`src/rtl/arb_mux_n.sv`:
```
// rtl/arb_mux_n.sv - registered N-channel valid/ready mux with fixed-select or round-robin grant
module arb_mux_n #(
   parameter int n    = 32,
   parameter int ch   = 4,
   parameter int selw = 2
) (
   input  logic              clk,
   input  logic              reset,
   input  logic [ch*n-1:0]   in_data,
   input  logic [ch-1:0]     in_valid,
   output logic [ch-1:0]     in_ready,
   input  logic              mode,
   input  logic [selw-1:0]   sel,
   output logic [n-1:0]      out_data,
   output logic [selw-1:0]   out_chan,
   output logic              out_valid,
   input  logic              out_ready
);

   localparam int np = 1 << selw;

   logic [selw-1:0] last;
   logic [np-1:0]   valid_pad;
   logic [selw-1:0] rr_gnt;
   logic [selw-1:0] idx;
   logic            rr_valid;
   logic            fx_valid;
   logic [selw-1:0] gnt;
   logic            grant_valid;
   logic            load;
   logic [n-1:0]    sel_data;

   // Zero-padding to the full index space makes any sel >= ch see an idle channel.
   assign valid_pad = np'(in_valid);
   assign fx_valid  = valid_pad[sel];

   // Walk from farthest to nearest so the nearest requester after last wins.
   always_comb begin
      rr_valid = 1'b0;
      rr_gnt   = '0;
      idx      = '0;
      for (int k = ch; k >= 1; k--) begin
         idx = selw'((int'(last) + k) % ch);
         if (valid_pad[idx]) begin
            rr_valid = 1'b1;
            rr_gnt   = idx;
         end
      end
   end

   assign gnt         = mode ? rr_gnt : sel;
   assign grant_valid = ~reset & (mode ? rr_valid : fx_valid);
   assign load        = ~out_valid | out_ready;

   always_comb begin
      in_ready = '0;
      sel_data = '0;
      for (int i = 0; i < ch; i++) begin
         in_ready[i] = load & grant_valid & (int'(gnt) == i);
         if (int'(gnt) == i)
            sel_data = in_data[i*n +: n];
      end
   end

   always_ff @(posedge clk) begin
      if (reset) begin
         out_valid <= 1'b0;
         out_data  <= '0;
         out_chan  <= '0;
         last      <= selw'(ch - 1);
      end else if (|in_ready) begin
         out_data  <= sel_data;
         out_chan  <= gnt;
         out_valid <= 1'b1;
         if (mode)
            last <= gnt;
      end else if (out_ready) begin
         out_valid <= 1'b0;
      end
   end

endmodule

```
`config.mk`:
```
export PLATFORM = sky130hd
export DESIGN_NAME = arb_mux_n
export DESIGN_NICKNAME = d
export VERILOG_FILES = /design/src/rtl/arb_mux_n.sv
export SDC_FILE = /design/constraint.sdc
export NUM_CORES = 1
export LEC_CHECK = 0
export BUFFER_PORTS_ARGS = -buffer_cell sky130_fd_sc_hd__buf_2
export CAP_MARGIN = 20
export CORE_MARGIN = 5
export CORE_UTILIZATION = 37
export CTS_CLUSTER_SIZE = 12
export DETAILED_ROUTE_END_ITERATION = 7
export MAX_ROUTING_LAYER = met4
export PLACE_DENSITY = 0.75
export RECOVER_POWER = 25
export SYNTH_ARGS = -nofsm -noshare
export SYNTH_HDL_FRONTEND = slang
export SYNTH_SLANG_ARGS = --single-unit
export TNS_END_PERCENT = 20
```
`constraint.sdc`:
```
create_clock -name clk -period 2 [get_ports clk]
set_input_delay 0 -clock clk [delete_from_list [all_inputs] [get_ports clk]]
set_output_delay 0 -clock clk [all_outputs]
set_load 0.03 [all_outputs]
```
==> results of run 1 <==
==> registers in the layout, summed over array words and instances, names as in the netlist <==
name       count
last           2
out_chan       2
out_data      32
out_valid      1
==> stage by stage <==
stage / utilization (%) / total power, mW / hold slack [ns] / cell area [um^2]
after CTS: 54.79 / 2.285 / 0.01779 / 3420
final: 56.66 / 2.301 / 0.01966 / 3536
after detailed placement: 52.59 / 1.727 / 0.2723 / 3282
after floorplan: - / 1.432 / 0.06907 / 2342
after global placement: 52.59 / 1.709 / 0.2605 / 3282
after global routing: 56.66 / 2.423 / 0.02568 / 3536
==> cell families (layout without fill, tap and decap cells) <==
kind of cell           count (synthesis)  count (layout)  share of synthesized area [%]
buffers and inverters                 24             206                          6.730
flip-flops                            37              37                          31.62
AO/OA/AOI/OAI                         51              51                          20.46
multiplexers                          66              66                          29.27
AND/OR/NAND/NOR                       61              61                          11.91
==> path summary, 6_finish.rpt <==
| path | start | end | slack (ns) | depth (start not counted) |
|---|---|---|---|---|
| min | in_data[70] | out_data[6] | 0.02 | 3 |
| max reg2reg | last[1] | out_data[24] | 0.11 | 7 |
| max | last[1] | in_ready[0] | 0.06 | 8 |
| min reg2reg | out_data[1] | out_data[1] | 0.46 | 2 |
==> per-layer routing <==
layer | wire, um | global-route usage, % | vias up
met5 | 0 | - | -
met4 | 218 | 7.984 | 0
met3 | 588 | 3.410 | 18
met2 | 4140 | 31.85 | 113
met1 | 3066 | 21.77 | 1210
li1 | - | - | 1279
==> area by class of cell <==
type / instances / area (um^2) / share of cell area, %
clock buffer: 7 / 86.33 / 2.442
sequential: 37 / 748.2 / 21.16
inverter: 4 / 15.01 / 0.4246
multi-input combinational: 178 / 1473 / 41.65
timing repair buffer: 195 / 1117 / 31.60
tap: 77 / 96.34 / 2.725
==> report_power, final <==
group | internal [mW] | leakage [nW] | switching [mW]
Sequential | 0.825 | 0.305 | 0.0470
Clock | 0.274 | 0.0443 | 0.259
Combinational | 0.396 | 1.50 | 0.500
Total | 1.49 | 1.85 | 0.806
==> layout by cell type, fill, tap and decap left out, types with 2 or more instances in the layout <==
cell	instances
dfxtp_1	35
mux4_2	2
clkbuf_1	19
nor2b_1	7
o221ai_2	5
o221ai_1	29
inv_1	3
nand2_1	38
buf_12	5
dfxtp_4	2
clkbuf_8	6
nor3b_2	3
o21ai_0	2
buf_4	11
nor3_1	2
mux2i_1	64
buf_2	155
nor2_1	7
==> worst max-delay path, delay by kind of cell (launching register included) <==
family	cells	cell delay [ns]
simple gates	3	0.43
flops	1	0.37
buf+inv	3	0.48
compound gates	2	0.37
==> repair_timing <==
action / CTS / global route
hold buffers: 1 / 0
hold endpoints to repair: 3 / 0
resized for setup: 3 / 11
endpoints found under the setup margin: 4 / 15
pin swaps: 0 / 2
buffers inserted: 0 / 7
gates cloned: 1 / 1
==> results.sh, run 1 <==
export IMPL_dp_cells=481
export IMPL_grt_antenna_before_repair=0
export IMPL_syn_inst=239
export IMPL_worstSetupStartpointType="register"
export IMPL_syn_avg_cell_area_um2=9.800
export IMPL_io_pins=177
export IMPL_synth_top_cell_area_share_pct=31.62
export IMPL_grt_max_degree=39
export IMPL_cts_tree="built"
export IMPL_cts_buffer_depth=2
export IMPL_synth_most_common_cell="mux2i_1"
export IMPL_synth_edff_count=0
export IMPL_dieHeight_um=89.57
export IMPL_netlist_area_um2=2342
export IMPL_hold_path_class="input port to register"
export IMPL_yosys_area_top_type="dfxtp_1"
export IMPL_num_antenna_cells=0
export IMPL_synth_top_cells_by_count="64 x mux2i_1, 38 x nand2_1, 37 x dfxtp_1"
export IMPL_p_per_area_nw_per_um2=650.7
export IMPL_first_global_vias=2557
export IMPL_initial_utilization_pct=37.53
export IMPL_fin_nets=559
export IMPL_hpwl_mm=5.911
export IMPL_path_cells="nor3b_2 > a31oi_2 > a32oi_4 > buf_12 > buf_12 > nand2_1 > nor2_1 > clkbuf_4"
export IMPL_yosys_warnings=0
export IMPL_crit_fanout=6
export IMPL_setup_viol=0
export IMPL_wl_per_cell_um=16.09
export IMPL_hold_viol=0
export IMPL_ys_seq_area_share_pct=31.62
export IMPL_grt_usage_pct=18.85
export IMPL_power_leakage_nw=1.852
export IMPL_gp_congestion=0.9089
export IMPL_cts_made_buffers=5
export IMPL_die_w_um=89.57
export IMPL_ys_ff_latch=37
export IMPL_critPathArrivalTime_ns=1.94
export IMPL_cp_end_kind="primary output"
export IMPL_grt_overflow=0
export IMPL_drv_cap=0
export IMPL_layout_drive_gt1_share_pct=47.74
export IMPL_cts_clk_slew_worst_paths_ns=0.08
export IMPL_ant_nets=0
export IMPL_dr_pass1_iters=4
export IMPL_finalCritPeriodShare_pct=97.13
export IMPL_fmax_ghz=0.5148
export IMPL_worstMarginPinSlew_ns=0.3998
export IMPL_slew_violations=0
export IMPL_io_buffer_count=176
export IMPL_tns_ns=0
export IMPL_avgViaCountPerCell=5.261
export IMPL_rsz0062_at_grt="no"
export IMPL_async_flop_share_pct=0
export IMPL_dr_total_vias=2620
export IMPL_ys_types=37
export IMPL_fin_skew_ns=0.009638
export IMPL_status="completed"
export IMPL_htree_num_levels=2
export IMPL_drt_initial_drc_count=76
export IMPL_setup_ws_ns=0.05734
export IMPL_crit_top_cell="buf_12"
export IMPL_cpPeakStageDelay_ns=0.37
export IMPL_pre_cts_ws_ns=0.1057
export IMPL_period_needed_ns=1.943
export IMPL_ys_flop_type="dfxtp_1"
export IMPL_syn_num_nets=377
export IMPL_totalWireLength_mm=8.014
export IMPL_fp_row_count=29
export IMPL_core_area_um2=6241
export IMPL_cts_root_buf="clkbuf_8"
export IMPL_slew_headroom_pct=73.46
export IMPL_cts_sinks=37
export IMPL_vdd_drop_max_v=0.0003017
export IMPL_crit_type="register to primary output"
export IMPL_fillers=576
export IMPL_synthToLayoutAreaGrowth_pct=50.96
export IMPL_die_area_um2=8022
export IMPL_clk_latency_ns=0.28
export IMPL_synth_area_top_cells="dfxtp_1 32%, mux2i_1 27%, o221ai_1 11%"
export IMPL_grt_first_pass_wirelength_mm=11.64
export IMPL_cp_required_ns=2.00
export IMPL_drc_errors=0
export IMPL_crit_path_top_delay_cell="dfxtp_4"
export IMPL_final_cells=498
Power figures use the tool's default switching activity.
==> run 2: changes to the inputs <==
- CORE_ASPECT_RATIO: default -> 0.5
==> run 2 against run 1 <==
Routed wire length fell by 5.1%. Clock skew fell by 0.0041 ns. Worst hold slack got worse by 0.0054 ns. Setup slack improved by 0.065 ns. Sequential power barely moved. Critical path type unchanged. Critical endpoint is now in_ready[2]. Largest cell class unchanged. Largest power group is now registers.
==> results.sh, run 2 (synthesized netlist as in run 1, its figures left out) <==
export IMPL_setup_viol=0
export IMPL_fillers=592
export IMPL_wl_per_cell_um=15.12
export IMPL_pre_cts_ws_ns=0.1568
export IMPL_io_pins=177
export IMPL_avgViaCountPerCell=5.032
export IMPL_grt_usage_pct=17.61
export IMPL_grt_max_degree=37
export IMPL_top_register="out_data"
export IMPL_drt_initial_drc_count=82
export IMPL_setup_ws_ns=0.1220
export IMPL_final_cells=503
export IMPL_multi_input_area_um2=1444
export IMPL_finalCritPeriodShare_pct=93.90
export IMPL_htree_num_levels=2
export IMPL_cts_made_buffers=5
export IMPL_grt_antenna_before_repair=0
export IMPL_drc_errors=0
export IMPL_slew_violations=0
export IMPL_first_global_vias=2448
export IMPL_grt_first_pass_wirelength_mm=11.27
export IMPL_hold_viol=0
export IMPL_status="completed"
export IMPL_cp_end_kind="primary output"
export IMPL_worstMarginPinSlew_ns=0.4047
export IMPL_endpoint="in_ready[2]"
export IMPL_mostFrequentLayoutCells="157 x buf_2, 64 x mux2i_1, 38 x nand2_1"
export IMPL_core_area_um2=6106
export IMPL_fp_row_count=20
export IMPL_final_common_cell="buf_2"
export IMPL_die_w_um=122.5
export IMPL_worstSetupStartpointType="register"
export IMPL_largest_register_ffs=32
export IMPL_dr_total_vias=2531
export IMPL_cts_sinks=37
export IMPL_num_antenna_cells=0
export IMPL_slew_headroom_pct=73.14
export IMPL_rsz0062_at_grt="no"
export IMPL_reg_largest_list="out_data x32, last x2, out_chan x2"
export IMPL_crit_path_start="last[1]"
export IMPL_vdd_drop_max_v=0.0003818
export IMPL_dp_cells=492
export IMPL_rr_endpoint="out_data[29]"
export IMPL_io_buffer_count=176
export IMPL_dieHeight_um=66.26
export IMPL_fin_skew_ns=0.005519
export IMPL_cts_clk_slew_worst_paths_ns=0.05
export IMPL_hold_path_class="input port to register"
export IMPL_grt_overflow=0
export IMPL_layout_drive_gt1_share_pct=45.54
export IMPL_cts_buffer_depth=2
export IMPL_die_area_um2=8118
export IMPL_rr_startpoint="last[1]"
export IMPL_seqCellArea_um2=743.2
export IMPL_rr_worst_depth=7
export IMPL_cts_tree="built"
export IMPL_period_needed_ns=1.878
export IMPL_ant_nets=0
export IMPL_drv_cap=0
export IMPL_totalWireLength_mm=7.606
export IMPL_cp_required_ns=2.00
export IMPL_power_leakage_nw=1.816
export IMPL_crit_fanout=8
export IMPL_p_per_area_nw_per_um2=709.9
export IMPL_synthToLayoutAreaGrowth_pct=48.08
export IMPL_fin_nets=552
export IMPL_clk_latency_ns=0.27
export IMPL_initial_utilization_pct=38.36
export IMPL_cts_root_buf="clkbuf_16"
export IMPL_hpwl_mm=5.979
export IMPL_fmax_ghz=0.5325
export IMPL_crit_type="register to primary output"
export IMPL_critPathArrivalTime_ns=1.88
export IMPL_r2r_setup_slack_ns=0.15
export IMPL_dr_pass1_iters=4
export IMPL_gp_congestion=0.8699
export IMPL_total_power_mw=2.462
run 2: how the worst min path moves through the flow:
stage,slack [ns],endpoint,cells past startpoint,from
3_3_place_gp,0.27,out_chan[0],2,reset
5_1_grt,0.04,out_data[19],3,in_data[115]
4_1_cts,0.01,out_data[8],3,in_data[104]
6_report,0.01,out_data[8],3,in_data[104]
3_5_place_dp,0.28,out_chan[0],2,reset
2_1_floorplan,0.07,out_chan[0],1,reset
run 2: per-layer routing:
| metal | vias up | part of all wire, % | global-route usage [%] |
|---|---|---|---|
| met3 | 2 | 3.3 | 2.821 |
| li1 | 1272 | - | - |
| met1 | 1210 | 41 | 20.43 |
| met5 | - | 0 | - |
| met4 | 0 | 0.35 | 2.929 |
| met2 | 47 | 55 | 32.88 |
run 2: per-stage QoR:
step	utilization, %	instance area (um^2)	setup TNS, ns	hold WS [ns]
floorplan	-	2342	-0.03208	0.06907
global placement	54.18	3308	0	0.2704
detailed placement	54.18	3308	0	0.2755
CTS	56.62	3457	0	0.01370
global route	56.80	3468	0	0.04169
finish	56.80	3468	0	0.01427
run 2: repair_timing:
| action | CTS | global route |
|---|---|---|
| endpoints found under the setup margin | 0 | 9 |
| resized for setup | 0 | 2 |
| hold buffers | 1 | 0 |
| setup buffers | 0 | 1 |
| hold endpoints to repair | 2 | 0 |
run 2: cell type report:
type | instances | share of cell area, %
clock buffer | 6 | 3.716
inverter | 4 | 0.4329
clock inverter | 2 | 0.2886
sequential | 37 | 21.43
timing repair buffer | 188 | 29.33
multi-input combinational | 178 | 41.63
tap | 88 | 3.175
run 2: power breakdown:
part | switching [mW] | internal [mW]
clock | 0.286 | 0.457
combinational | 0.486 | 0.359
sequential | 0.0465 | 0.827
total | 0.819 | 1.64
run 2: worst max-delay path, cell delays in order (launching register included):
cell and delay (ns):
dfxtp_2 0.36, or3b_1 0.39, o2111ai_1 0.14, o221ai_1 0.21
nor3b_1 0.26, buf_2 0.24
